[config.mk]
export PLATFORM = sky130hd
export DESIGN_NAME = uart_tx_buffered
export DESIGN_NICKNAME = d
export VERILOG_FILES = /design/src/rtl/uart_tx_buffered.sv
export SDC_FILE = /design/constraint.sdc
export NUM_CORES = 1
export LEC_CHECK = 0
export BUFFER_PORTS_ARGS = -buffer_cell sky130_fd_sc_hd__clkbuf_2
export CELL_PAD_IN_SITES_DETAIL_PLACEMENT = 1
export CELL_PAD_IN_SITES_GLOBAL_PLACEMENT = 2
export CORE_ASPECT_RATIO = 0.8
export CORE_UTILIZATION = 40
export DETAILED_ROUTE_END_ITERATION = 8
export PLACE_DENSITY_LB_ADDON = 0.05
export SETUP_SLACK_MARGIN = 0.1
export SLEW_MARGIN = 15
export SYNTH_ARGS = -nofsm -noshare
export SYNTH_HDL_FRONTEND = slang
export SYNTH_SLANG_ARGS = --single-unit
export TNS_END_PERCENT = 100
[constraint.sdc]
create_clock -name clk -period 2.15 [get_ports clk]
set_input_delay 0.3225 -clock clk [delete_from_list [all_inputs] [get_ports clk]]
set_output_delay 0.3225 -clock clk [all_outputs]
set_load 0.02 [all_outputs]
[src/rtl/uart_tx_buffered.sv]
// uart_tx_buffered: byte-wide ready/valid input, DEPTH-entry circular FIFO,
// and a 10-bit (start, 8 data LSB first, stop) serial shifter with a fixed
// baud divider. serial_out comes straight from a flop so the line never glitches.
//
// Handshake: a byte is taken on every rising clk edge where data_in_valid and
// data_in_ready are both high; data_in_ready depends only on registered state,
// so a producer that sees valid && !ready must hold data_in until it is taken.
module uart_tx_buffered #(
   parameter int CLOCK_FREQ = 50_000_000,
   parameter int BAUD_RATE  = 10_000_000,
   parameter int DEPTH      = 8
) (
   input  logic                    clk,
   input  logic                    rst_n,
   input  logic [7:0]              data_in,
   input  logic                    data_in_valid,
   output logic                    data_in_ready,
   output logic                    serial_out,
   output logic                    tx_busy,
   output logic [$clog2(DEPTH):0]  fifo_count
);

   localparam int CPB = CLOCK_FREQ / BAUD_RATE;
   localparam int BCW = (CPB > 1) ? $clog2(CPB) : 1;
   localparam int AW  = $clog2(DEPTH);
   localparam int CW  = AW + 1;

   localparam logic [BCW-1:0] BAUD_LAST = BCW'(CPB - 1);
   localparam logic [CW-1:0]  FULL      = CW'(DEPTH);

   typedef enum logic [1:0] {
      S_IDLE  = 2'd0,
      S_START = 2'd1,
      S_DATA  = 2'd2,
      S_STOP  = 2'd3
   } state_e;

   state_e         state_q, state_d;
   logic [BCW-1:0] baud_q, baud_d;
   logic [2:0]     bit_q, bit_d;
   logic [7:0]     shift_q, shift_d;
   logic           serial_q, serial_d;
   logic [AW-1:0]  wr_ptr_q, rd_ptr_q;
   logic [CW-1:0]  count_q;
   logic [7:0]     mem_q [DEPTH];

   logic push;
   logic pop;
   logic baud_tc;
   logic fifo_nonempty;

   assign data_in_ready = (count_q != FULL);
   assign push          = data_in_valid && data_in_ready;
   assign fifo_nonempty = (count_q != '0);
   assign baud_tc       = (baud_q == BAUD_LAST);

   assign serial_out = serial_q;
   assign fifo_count = count_q;
   assign tx_busy    = (state_q != S_IDLE) || fifo_nonempty;

   // FIFO storage: written on push, no reset needed since count gates reads.
   always_ff @(posedge clk) begin
      if (push) begin
         mem_q[wr_ptr_q] <= data_in;
      end
   end

   // FIFO pointers and occupancy; push and pop together leave count unchanged.
   always_ff @(posedge clk or negedge rst_n) begin
      if (!rst_n) begin
         wr_ptr_q <= '0;
         rd_ptr_q <= '0;
         count_q  <= '0;
      end else begin
         if (push) begin
            wr_ptr_q <= wr_ptr_q + AW'(1);
         end
         if (pop) begin
            rd_ptr_q <= rd_ptr_q + AW'(1);
         end
         case ({push, pop})
            2'b10:   count_q <= count_q + CW'(1);
            2'b01:   count_q <= count_q - CW'(1);
            default: count_q <= count_q;
         endcase
      end
   end

   // Shifter state register; the line idles high and returns high on reset.
   always_ff @(posedge clk or negedge rst_n) begin
      if (!rst_n) begin
         state_q  <= S_IDLE;
         baud_q   <= '0;
         bit_q    <= '0;
         shift_q  <= '0;
         serial_q <= 1'b1;
      end else begin
         state_q  <= state_d;
         baud_q   <= baud_d;
         bit_q    <= bit_d;
         shift_q  <= shift_d;
         serial_q <= serial_d;
      end
   end

   // Next-state logic: pop from IDLE or on the last STOP cycle (no inter-frame gap).
   always_comb begin
      state_d  = state_q;
      baud_d   = baud_tc ? '0 : baud_q + BCW'(1);
      bit_d    = bit_q;
      shift_d  = shift_q;
      pop      = 1'b0;
      serial_d = 1'b1;

      case (state_q)
         S_IDLE: begin
            baud_d = '0;
            bit_d  = '0;
            if (fifo_nonempty) begin
               pop     = 1'b1;
               shift_d = mem_q[rd_ptr_q];
               state_d = S_START;
            end
         end
         S_START: begin
            if (baud_tc) begin
               state_d = S_DATA;
            end
         end
         S_DATA: begin
            if (baud_tc) begin
               if (bit_q == 3'd7) begin
                  state_d = S_STOP;
               end else begin
                  shift_d = {1'b0, shift_q[7:1]};
                  bit_d   = bit_q + 3'd1;
               end
            end
         end
         S_STOP: begin
            if (baud_tc) begin
               bit_d = '0;
               if (fifo_nonempty) begin
                  pop     = 1'b1;
                  shift_d = mem_q[rd_ptr_q];
                  state_d = S_START;
               end else begin
                  state_d = S_IDLE;
               end
            end
         end
         default: begin
            state_d = S_IDLE;
            baud_d  = '0;
         end
      endcase

      // The line value for the coming cycle follows the state being entered.
      case (state_d)
         S_START: serial_d = 1'b0;
         S_DATA:  serial_d = shift_d[0];
         default: serial_d = 1'b1;
      endcase
   end

endmodule

# Word-level counts from Yosys, hierarchy flattened
# Memories as Yosys holds them, arrays and structs flattened.
# Index checks and enable logic that the tools add are counted.
word_totals:
  register_bits: 27
  mem_count: 1
  ram_bits: 64
mem_list:
  columns: ["memory", "depth", "width", "read_ports", "rd_clocked_by_memory_dff", "write_ports", "line", "rtl"]
  rows:
  - ["mem_q", 8, 8, 1, 0, 1, "45", "logic [7:0] mem_q [DEPTH];"]
classes:
  n_mux: 25
  add_sub_neg: 6
  n_eq_ne: 13
  reduce_logical: 8
ops:
  columns: ["operator", "n"]
  rows:
  - ["2-to-1 mux 8 bit", 4]
  - ["case mux 8 bit (3 select lines)", 1]
  - ["2-to-1 mux 3 bit", 5]
  - ["adder 3 x 1 -> 3 bit, second input constant", 4]
  - ["2-to-1 mux 2 bit", 5]
  - ["case mux 3 bit (3 select lines)", 1]
  - ["equality test 2 bit, second input constant", 4]
  - ["case mux 2 bit (4 select lines)", 1]
  - ["case mux 4 bit (2 select lines)", 1]
  - ["equality test 2 x 1 -> 1 bit, second input constant", 3]
  - ["equality test 3 bit, second input constant", 2]
  - ["!= test 2 bit, second input constant", 3]
  - ["2-to-1 mux 1 bit", 5]
  - ["adder 4 x 1 -> 4 bit, second input constant", 1]
  - ["!= test 4 bit, second input constant", 1]
  - ["case mux 1 bit (2 select lines)", 2]
  - ["AND reduction 4 bit", 1]
  - ["nonzero test 2 bit", 2]
  - ["nonzero test 4 bit", 1]
  - ["subtractor 4 x 1 -> 4 bit, second input constant", 1]
  - ["nonzero test 3 bit", 1]
  - ["logical NOT 2 bit", 1]
  - ["logical AND 1 bit", 1]
  - ["logical OR 1 bit", 1]

# Depth between registers and ports, before layout
# Gate-level depths: netlist of run 1.
depth:
  ltp_word: 6
  ltp_mapped: 12
  mapped_depth_nobuf: 11

# Least setup slack after synthesis of run 1
# OpenSTA, ideal clock, no wires.
synth_path:
  path_type: "register to register"
  start: "register count_q[1] (netlist: fifo_count[1])"
  end: "memory mem_q[0][0], enable pin"
  setup_ns: 0.383
  setup_slack_ns: -0.261
  arrival_ns: 2.027
  path_buffers: 1
  path_stages_with_launch: 7
  required_ns: 1.767
  path_cell_list: "dfrtp_1 -> buf_2 -> nor3_1 -> nand2_1 -> nand2_1 -> or2_2 -> nor3_1"
synth_between:
  elab_chain_cells: 4
synth_lines:
  columns: ["item", "line", "rtl"]
  rows:
  - ["start: declaration", "44", "logic [CW-1:0] count_q;"]
  - ["start signal: assignment", "82", "2'b10: count_q <= count_q + CW'(1);"]
  - ["start signal: assignment", "83", "2'b01: count_q <= count_q - CW'(1);"]
  - ["start signal: assignment", "84", "default: count_q <= count_q;"]
  - ["!= test 4 bit", "52", "assign data_in_ready = (count_q != FULL);"]
  - ["named net data_in_ready", "17", "output logic data_in_ready,"]
  - ["logical AND 1 bit", "53", "assign push = data_in_valid && data_in_ready;"]
  - ["2-to-1 mux 1 bit", "63", "if (push) begin"]
  - ["2-to-1 mux 1 bit (not written as such)", "64", "mem_q[wr_ptr_q] <= data_in;"]
  - ["end: declaration", "45", null]
# The timed path passes the listed nets, and every way through them passes these cells.

# Final worst setup path of run 1
layout_path:
  start: "register count_q[1] (netlist: fifo_count[1])"
  end: "register count_q[3] (netlist: fifo_count[3])"
layout_between:
  elab_chain_cells: 6
layout_lines:
  columns: ["item", "line", "rtl"]
  rows:
  - ["nonzero test 4 bit (*)", "54", "assign fifo_nonempty = (count_q != '0);"]
  - ["2-to-1 mux 1 bit (*)", "119, 143", null]
  - ["2-to-1 mux 1 bit", "141", "if (baud_tc) begin"]
  - ["case mux 1 bit (2 select lines) (*)", "115", "case (state_q)"]
  - ["named net pop", "48", "logic pop;"]
  - ["equality test 2 x 1 -> 1 bit or equality test 2 bit (tied branches)", "81", "case ({push, pop})"]
  - ["case mux 4 bit (2 select lines) or nonzero test 2 bit (tied branches)", null, null]
# The timed path passes the listed nets; every way through them passes the cells marked *.
# A chain may end at the register's enable or synchronous reset.

==> results_dict.tcl, run 1 <==
set metrics [dict create \
    status "finished clean" \
    die_area_um2 10300 \
    r2r_slack_ps 100 \
    root_buffer "clkbuf_16" \
    period_needed_ps 2050 \
    clk_pin_slew_worst_paths_ps 60 \
    slowest_stage "dfrtp_2" \
    syn-instance-count 252 \
    avgSynthCellArea_um2 15.7 \
    hold_viol_final 0 \
    synth_fp_nets 277 \
    design_area_um2 4830 \
    gp_congestion 0.668 \
    synth-seq-cells 91 \
    synth.area.top_cells "edfxtp_1 (49%), dfrtp_1 (16%), mux4_2 (8.0%), ha_1 (4.4%), mux2i_1 (3.0%)" \
    dp_hpwl_um 5570 \
    postCtsHoldBufs 0 \
    layout_common_cells "edfxtp_1 (64), buf_4 (33), dfrtp_1 (22), clkbuf_2 (17), nor2_1 (15)" \
    drv_slew 0 \
    postRouteAntennaNets 0 \
    via_count 2282 \
    synth_top_area_share_pct 48.5 \
    core-area_um2 9650 \
    ys_dominant_reg_cell "edfxtp_1" \
    criticalPathCategory "flop to flop" \
    cts_buffer_depth 2 \
    synth-compound-area-share_pct 6.00 \
    pre_cts_slack_ps 50.5 \
    drive_gt1_share_pct 37.7 \
    cp-start-kind "flop" \
    cp.required_ps 2400 \
    worst_ir_drop_vdd_uv 614 \
    worstReg2RegStart "fifo_count[1]$_DFFE_PN0P_" \
    start_util_pct 41.1 \
    cts_sinks 91 \
    synth_top_family_by_area "multiplexers" \
    reg2regPathDepth 8 \
    maxCapViolCount 0 \
    synthAdderAreaFrac_pct 4.42 \
    row_count 32 \
    r2r-end "fifo_count[3]$_DFFE_PN0P_" \
    port_buffers 17 \
    final_core_util_pct 50.1 \
    path_max_fanout 5 \
    cp_cell_sequence "nor4_4, nor3_4, ha_1, nor4bb_1, a21oi_1, o22a_2, nor2_1, xor2_1" \
    ios 18 \
    synthSimpleGateAreaFrac_pct 7.42 \
    end_kind "flop" \
    yosysSeqAreaShare_pct 65.6 \
    grt_first_pass_wirelength_um 13400 \
    cp.arrival_ps 2300 \
    slowest_delay_ps 450 \
    dieWidth_um 113 \
    synth.cell_area_um2 3960 \
    syn2layout_area_growth_pct 21.9 \
    fmaxAchievable_mhz 488 \
    leakagePower_nw 1.81 \
    first_pass_iters 4 \
    final_common_cell "edfxtp_1" \
    synth-edff-count 64 \
    wl_per_cell_um 18.4 \
    htree_num_levels 3 \
    finalCritPeriodShare_pct 95.4 \
    fillerInstances 944 \
    grt_pass1_vias 2392 \
    yosys-mux-area-fraction_pct 12.2 \
    cts_inserted_buffers 9 \
    setup_viol 0 \
    synth_warnings 0 \
    slew_headroom_pct 47.1 \
    fp.dieH_um 91.0 \
    finClkSkew_ps 7.46 \
    drc 0 \
    vias_per_cell 5.12 \
    rsz0062_at_grt "yes" \
    wirelength_um 8200 \
    p_per_area_nw_per_um2 1450 \
    placedInstanceArea_um2 4440 \
    fin_nets 330 \
    cts_tree "done" \
    clock_insertion_delay_worst_skew_ps 340 \
    antenna_found_initial 0 \
    drt_iter0_drc 77 \
    min_path_type "input port to asynchronous set/reset pin" \
    setup_ws_ps 99.6 \
    overflow 0 \
    diodes 0 \
    yosys.area.top_type "edfxtp_1" \
    grt_max_degree 28 \
    ys_async_sr_fraction_pct 29.7 \
    synthXorXnorAreaFrac_pct 1.77 \
    grt_use_total_pct 17.8 \
    worst_pin_slew_ps 794 \
    synth_cell_types 47 \
]
==> worst max-delay path, delay by kind of cell (launching register included) <==
kind            cells  cell delay [ps]
flops               1              450
fa+ha+maj           1              220
simple gates        4              860
xor+xnor            1              160
compound gates      2              290
==> registers in the layout (all words and copies together), names as in the netlist <==
name,flops
mem_q,64
shift_q,8
rd_ptr_q,3
serial_out,1
baud_q,3
wr_ptr_q,3
bit_q,3
fifo_count,4
state_q,2
==> cells by family after synthesis <==
kind of cell,Yosys count
and+or+nand+nor,58
xor gates and xnor gates,8
DFF,91
muxes,30
adders and majority gates,14
buffers and inverters,23
AOI/OAI and AO/OA,28
==> worst max-delay path by stage <==
stage                         startpoint                   endpoint  slack, ps  cells after the start
2_1_floorplan        baud_q[0]$_DFF_PN0_  fifo_count[2]$_DFFE_PN0P_         40                     12
3_3_place_gp        state_q[1]$_DFF_PN0_       serial_out$_DFF_PN1_         30                      7
3_5_place_dp        state_q[0]$_DFF_PN0_  fifo_count[2]$_DFFE_PN0P_         50                     10
4_1_cts             state_q[0]$_DFF_PN0_  fifo_count[3]$_DFFE_PN0P_         80                      9
5_1_grt             state_q[0]$_DFF_PN0_  fifo_count[2]$_DFFE_PN0P_        -10                     10
6_report       fifo_count[1]$_DFFE_PN0P_  fifo_count[3]$_DFFE_PN0P_        100                      8
==> metal layers <==
layer / wire, um / track usage [%]
met5: 0 / 0
met4: 89 / 4.61
met3: 281 / 5.41
met2: 3760 / 26.6
met1: 4070 / 25.2
==> cell usage after synthesis, types with 2 or more instances <==
master,instances
nor3_2,3
buf_4,3
xnor2_1,3
o221ai_1,6
mux4_2,14
or2_2,2
a31oi_1,2
a31oi_4,2
inv_1,14
xor2_1,5
nand2_1,17
mux2_2,3
ha_1,14
nand2b_1,2
buf_2,4
edfxtp_1,64
a22o_1,2
nand3_1,3
a21oi_1,5
nor2b_1,2
mux2i_1,12
nor2_1,18
dfrtp_1,26
nor3_1,3
==> report_power, final <==
part	total (W)	switching, W	internal [W]	leakage (nW)
Clock	0.00155	0.000657	0.000894	0.137
Sequential	0.00263	0.000341	0.00229	0.917
Combinational	0.00282	0.00142	0.00140	0.755
==> layout make-up <==
type                       count  area (um^2)  area share, %
clock buffer                   9          225           4.66
clock inverter                 7         66.3           1.37
inverter                      14         52.6           1.09
multi-input combinational    138         1360           28.2
sequential                    91         2600           53.9
tap                          136          170           3.52
timing repair buffer          51          353           7.30
==> timing repair <==
item,4_1_cts,5_1_grt
pin swaps,7,6
cloned,0,0
buffers inserted,3,3
setup endpoints to repair,3,20
gates resized for setup,9,7
==> stage by stage <==
step                      std cells  total power [W]  hold slack, ps  TNS [ps]
after floorplan                 252          0.00442            26.9         0
after global placement          424          0.00531             423         0
after CTS                       443          0.00702            53.1         0
after global routing            446          0.00743            89.2     -18.9
final                           446          0.00700            25.7         0
after detailed placement        424          0.00535             420         0
Power figures use the tool's default switching activity.
==> run 2, diff against run 1 <==
--- a/config.mk
+++ b/config.mk
@@ -11,7 +11,8 @@
 export CORE_ASPECT_RATIO = 0.8
 export CORE_UTILIZATION = 40
 export DETAILED_ROUTE_END_ITERATION = 8
-export PLACE_DENSITY_LB_ADDON = 0.05
+export PLACE_DENSITY = 0.78
+export REMOVE_ABC_BUFFERS = 1
 export SETUP_SLACK_MARGIN = 0.1
 export SLEW_MARGIN = 15
 export SYNTH_ARGS = -nofsm -noshare
==> run 2 against run 1 <==
- clock power grew 6%
- via count shrank 0.92%
- critical path depth is 2 higher
- the run now ends with DRC left
- setup slack worse by 97 ps
- critical path type unchanged
- routed wire length grew 0.50%
- die area is the same
- worst hold slack improved by 7.6 ps
- final cell count decreased by 0.45%
- count of clock-buffer cells in the layout unchanged
- critical endpoint is now fifo_count[2]$_DFFE_PN0P_
- core utilization decreased by 0.078 points
- combinational power barely moved
- clock skew increased by 0.78 ps
==> results_dict.tcl, run 2 (synthesis gave the netlist of run 1 again) <==
set metrics [dict create \
    row_count 32 \
    worst_pin_slew_ps 730 \
    p_per_area_nw_per_um2 1470 \
    syn2layout_area_growth_pct 21.8 \
    rsz0062_at_grt "yes" \
    drive_gt1_share_pct 37.0 \
    setup-tns-final_ps 0 \
    dieWidth_um 113 \
    drc 1 \
    grt_max_degree 28 \
    setup_viol 0 \
    pre_cts_slack_ps -102 \
    leakagePower_nw 1.80 \
    clkPwrFrac_pct 23.3 \
    largest_reg_flops 64 \
    total_power_w 0.00709 \
    diodes 0 \
    fp.dieH_um 91.0 \
    period_needed_ps 2150 \
    worst_ir_drop_vdd_uv 749 \
    cp-start-kind "flop" \
    cts_sinks 91 \
    criticalPathCategory "flop to flop" \
    fin_nets 328 \
    core-area_um2 9650 \
    drt_iter0_drc 54 \
    postRouteAntennaNets 0 \
    final_common_cell "edfxtp_1" \
    path_max_fanout 3 \
    via_count 2261 \
    finalCritPeriodShare_pct 99.9 \
    setup_ws_ps 2.84 \
    status "finished with violations" \
    grt_first_pass_wirelength_um 13200 \
    die_area_um2 10300 \
    end_kind "flop" \
    port_buffers 17 \
    maxCapViolCount 0 \
    slew_headroom_pct 51.4 \
    clk_pin_slew_worst_paths_ps 70 \
    wirelength_um 8240 \
    min_path_type "input port to asynchronous set/reset pin" \
    r2r_slack_ps 3 \
    antenna_found_initial 0 \
    grt_pass1_vias 2416 \
    power.internal_w 0.00460 \
    p_switching_w 0.00249 \
    violations "DRC" \
    combPwrFrac_pct 39.7 \
    cp_cell_sequence "inv_2, ha_4, nor3_4, ha_2, xor2_1, ha_2, a21oi_2, xor2_1, nor2_1, xor2_1" \
    root_buffer "clkbuf_16" \
    dp_hpwl_um 5450 \
    vias_per_cell 5.09 \
    multi_input_area_um2 1360 \
    cp.arrival_ps 2410 \
    gp_congestion 0.710 \
    critPathLaunch "state_q[0]$_DFF_PN0_" \
    htree_num_levels 3 \
    start_util_pct 41.1 \
    cts_buffer_depth 2 \
    slowest_delay_ps 440 \
    worstReg2RegStart "state_q[0]$_DFF_PN0_" \
    top_register "mem_q" \
    first_pass_iters 6 \
    wl_per_cell_um 18.6 \
    cts_inserted_buffers 9 \
    fillerInstances 954 \
    layout_common_cells "edfxtp_1 (64), buf_4 (32), dfrtp_1 (25), clkbuf_2 (17), nand2_1 (15)" \
    regArea_um2 2600 \
    slowest_stage "dfrtp_1" \
    hold_viol_final 0 \
    ios 18 \
    drv_slew 0 \
    fmaxAchievable_mhz 466 \
    switching_share_pct 35.2 \
    overflow 0 \
    finClkSkew_ps 8.23 \
    cp.required_ps 2410 \
    clock_insertion_delay_worst_skew_ps 340 \
    cts_tree "done" \
    path_common_cell "xor2_1" \
    grt_use_total_pct 17.5 \
    p_seq_share_pct 36.9 \
]
run 2: metrics by stage:
step           cells  cell area, um^2  utilization, %  hold WS (ps)
3_3_place_gp     425             4390            45.4           409
6_report         444             4820            50.0          33.3
3_5_place_dp     425             4390            45.4           427
4_1_cts          444             4800            49.8          63.6
2_1_floorplan    243             3910               -          26.9
5_1_grt          444             4820            50.0          87.7
run 2: critical path, delay by kind of cell, from the launching register on:
family                     cells  cell delay (ps)
and+or+nand+nor                2              370
buffers and inverters          1               80
DFF                            1              440
adders and majority gates      3              680
xor gates and xnor gates       3              450
AOI/OAI and AO/OA              1               40
run 2: power by group through the flow:
stage	logic [W]	registers [W]	clock network, W
2_1_floorplan	0.00150	0.00273	0
3_3_place_gp	0.00252	0.00259	0
3_5_place_dp	0.00258	0.00262	0
4_1_cts	0.00279	0.00262	0.00169
5_1_grt	0.00308	0.00267	0.00175
6_report	0.00282	0.00262	0.00165
run 2: worst paths after layout:
path                                              to  cells after the start
max                        fifo_count[2]$_DFFE_PN0P_                     10
min                             state_q[0]$_DFF_PN0_                      1
max reg2reg                fifo_count[2]$_DFFE_PN0P_                     10
min reg2reg                     bit_q[0]$_DFFE_PN0P_                      1
max in group asynchronous       state_q[1]$_DFF_PN0_                      1
min in group clk             wr_ptr_q[2]$_DFFE_PN0P_                      3
run 2: timing repair:
item                                   in CTS  in global routing
pin swaps                                   8                  6
hold buffers                                0                  0
buffers inserted                            3                  0
resized for setup                          19                  8
endpoints found under the hold margin       0                  0
setup endpoints to repair                  12                 36
run 2: area by class of cell:
class                   instances  share of cell area, %
clock inverters                 7                   1.84
well taps                     136                   3.53
inverters                      14                   1.09
multi-input cells             138                   28.2
clock buffers                   9                   4.67
repair buffers                 49                   6.74
flip-flops and latches         91                   53.9
run 2: layer usage:
layer,up-vias,global-route usage (%),wire length [um]
met5,-,0,0
met4,0,5.26,69
met3,5,3.81,188
met2,29,28.7,4100
met1,1169,23.4,3880
li1,1058,-,-
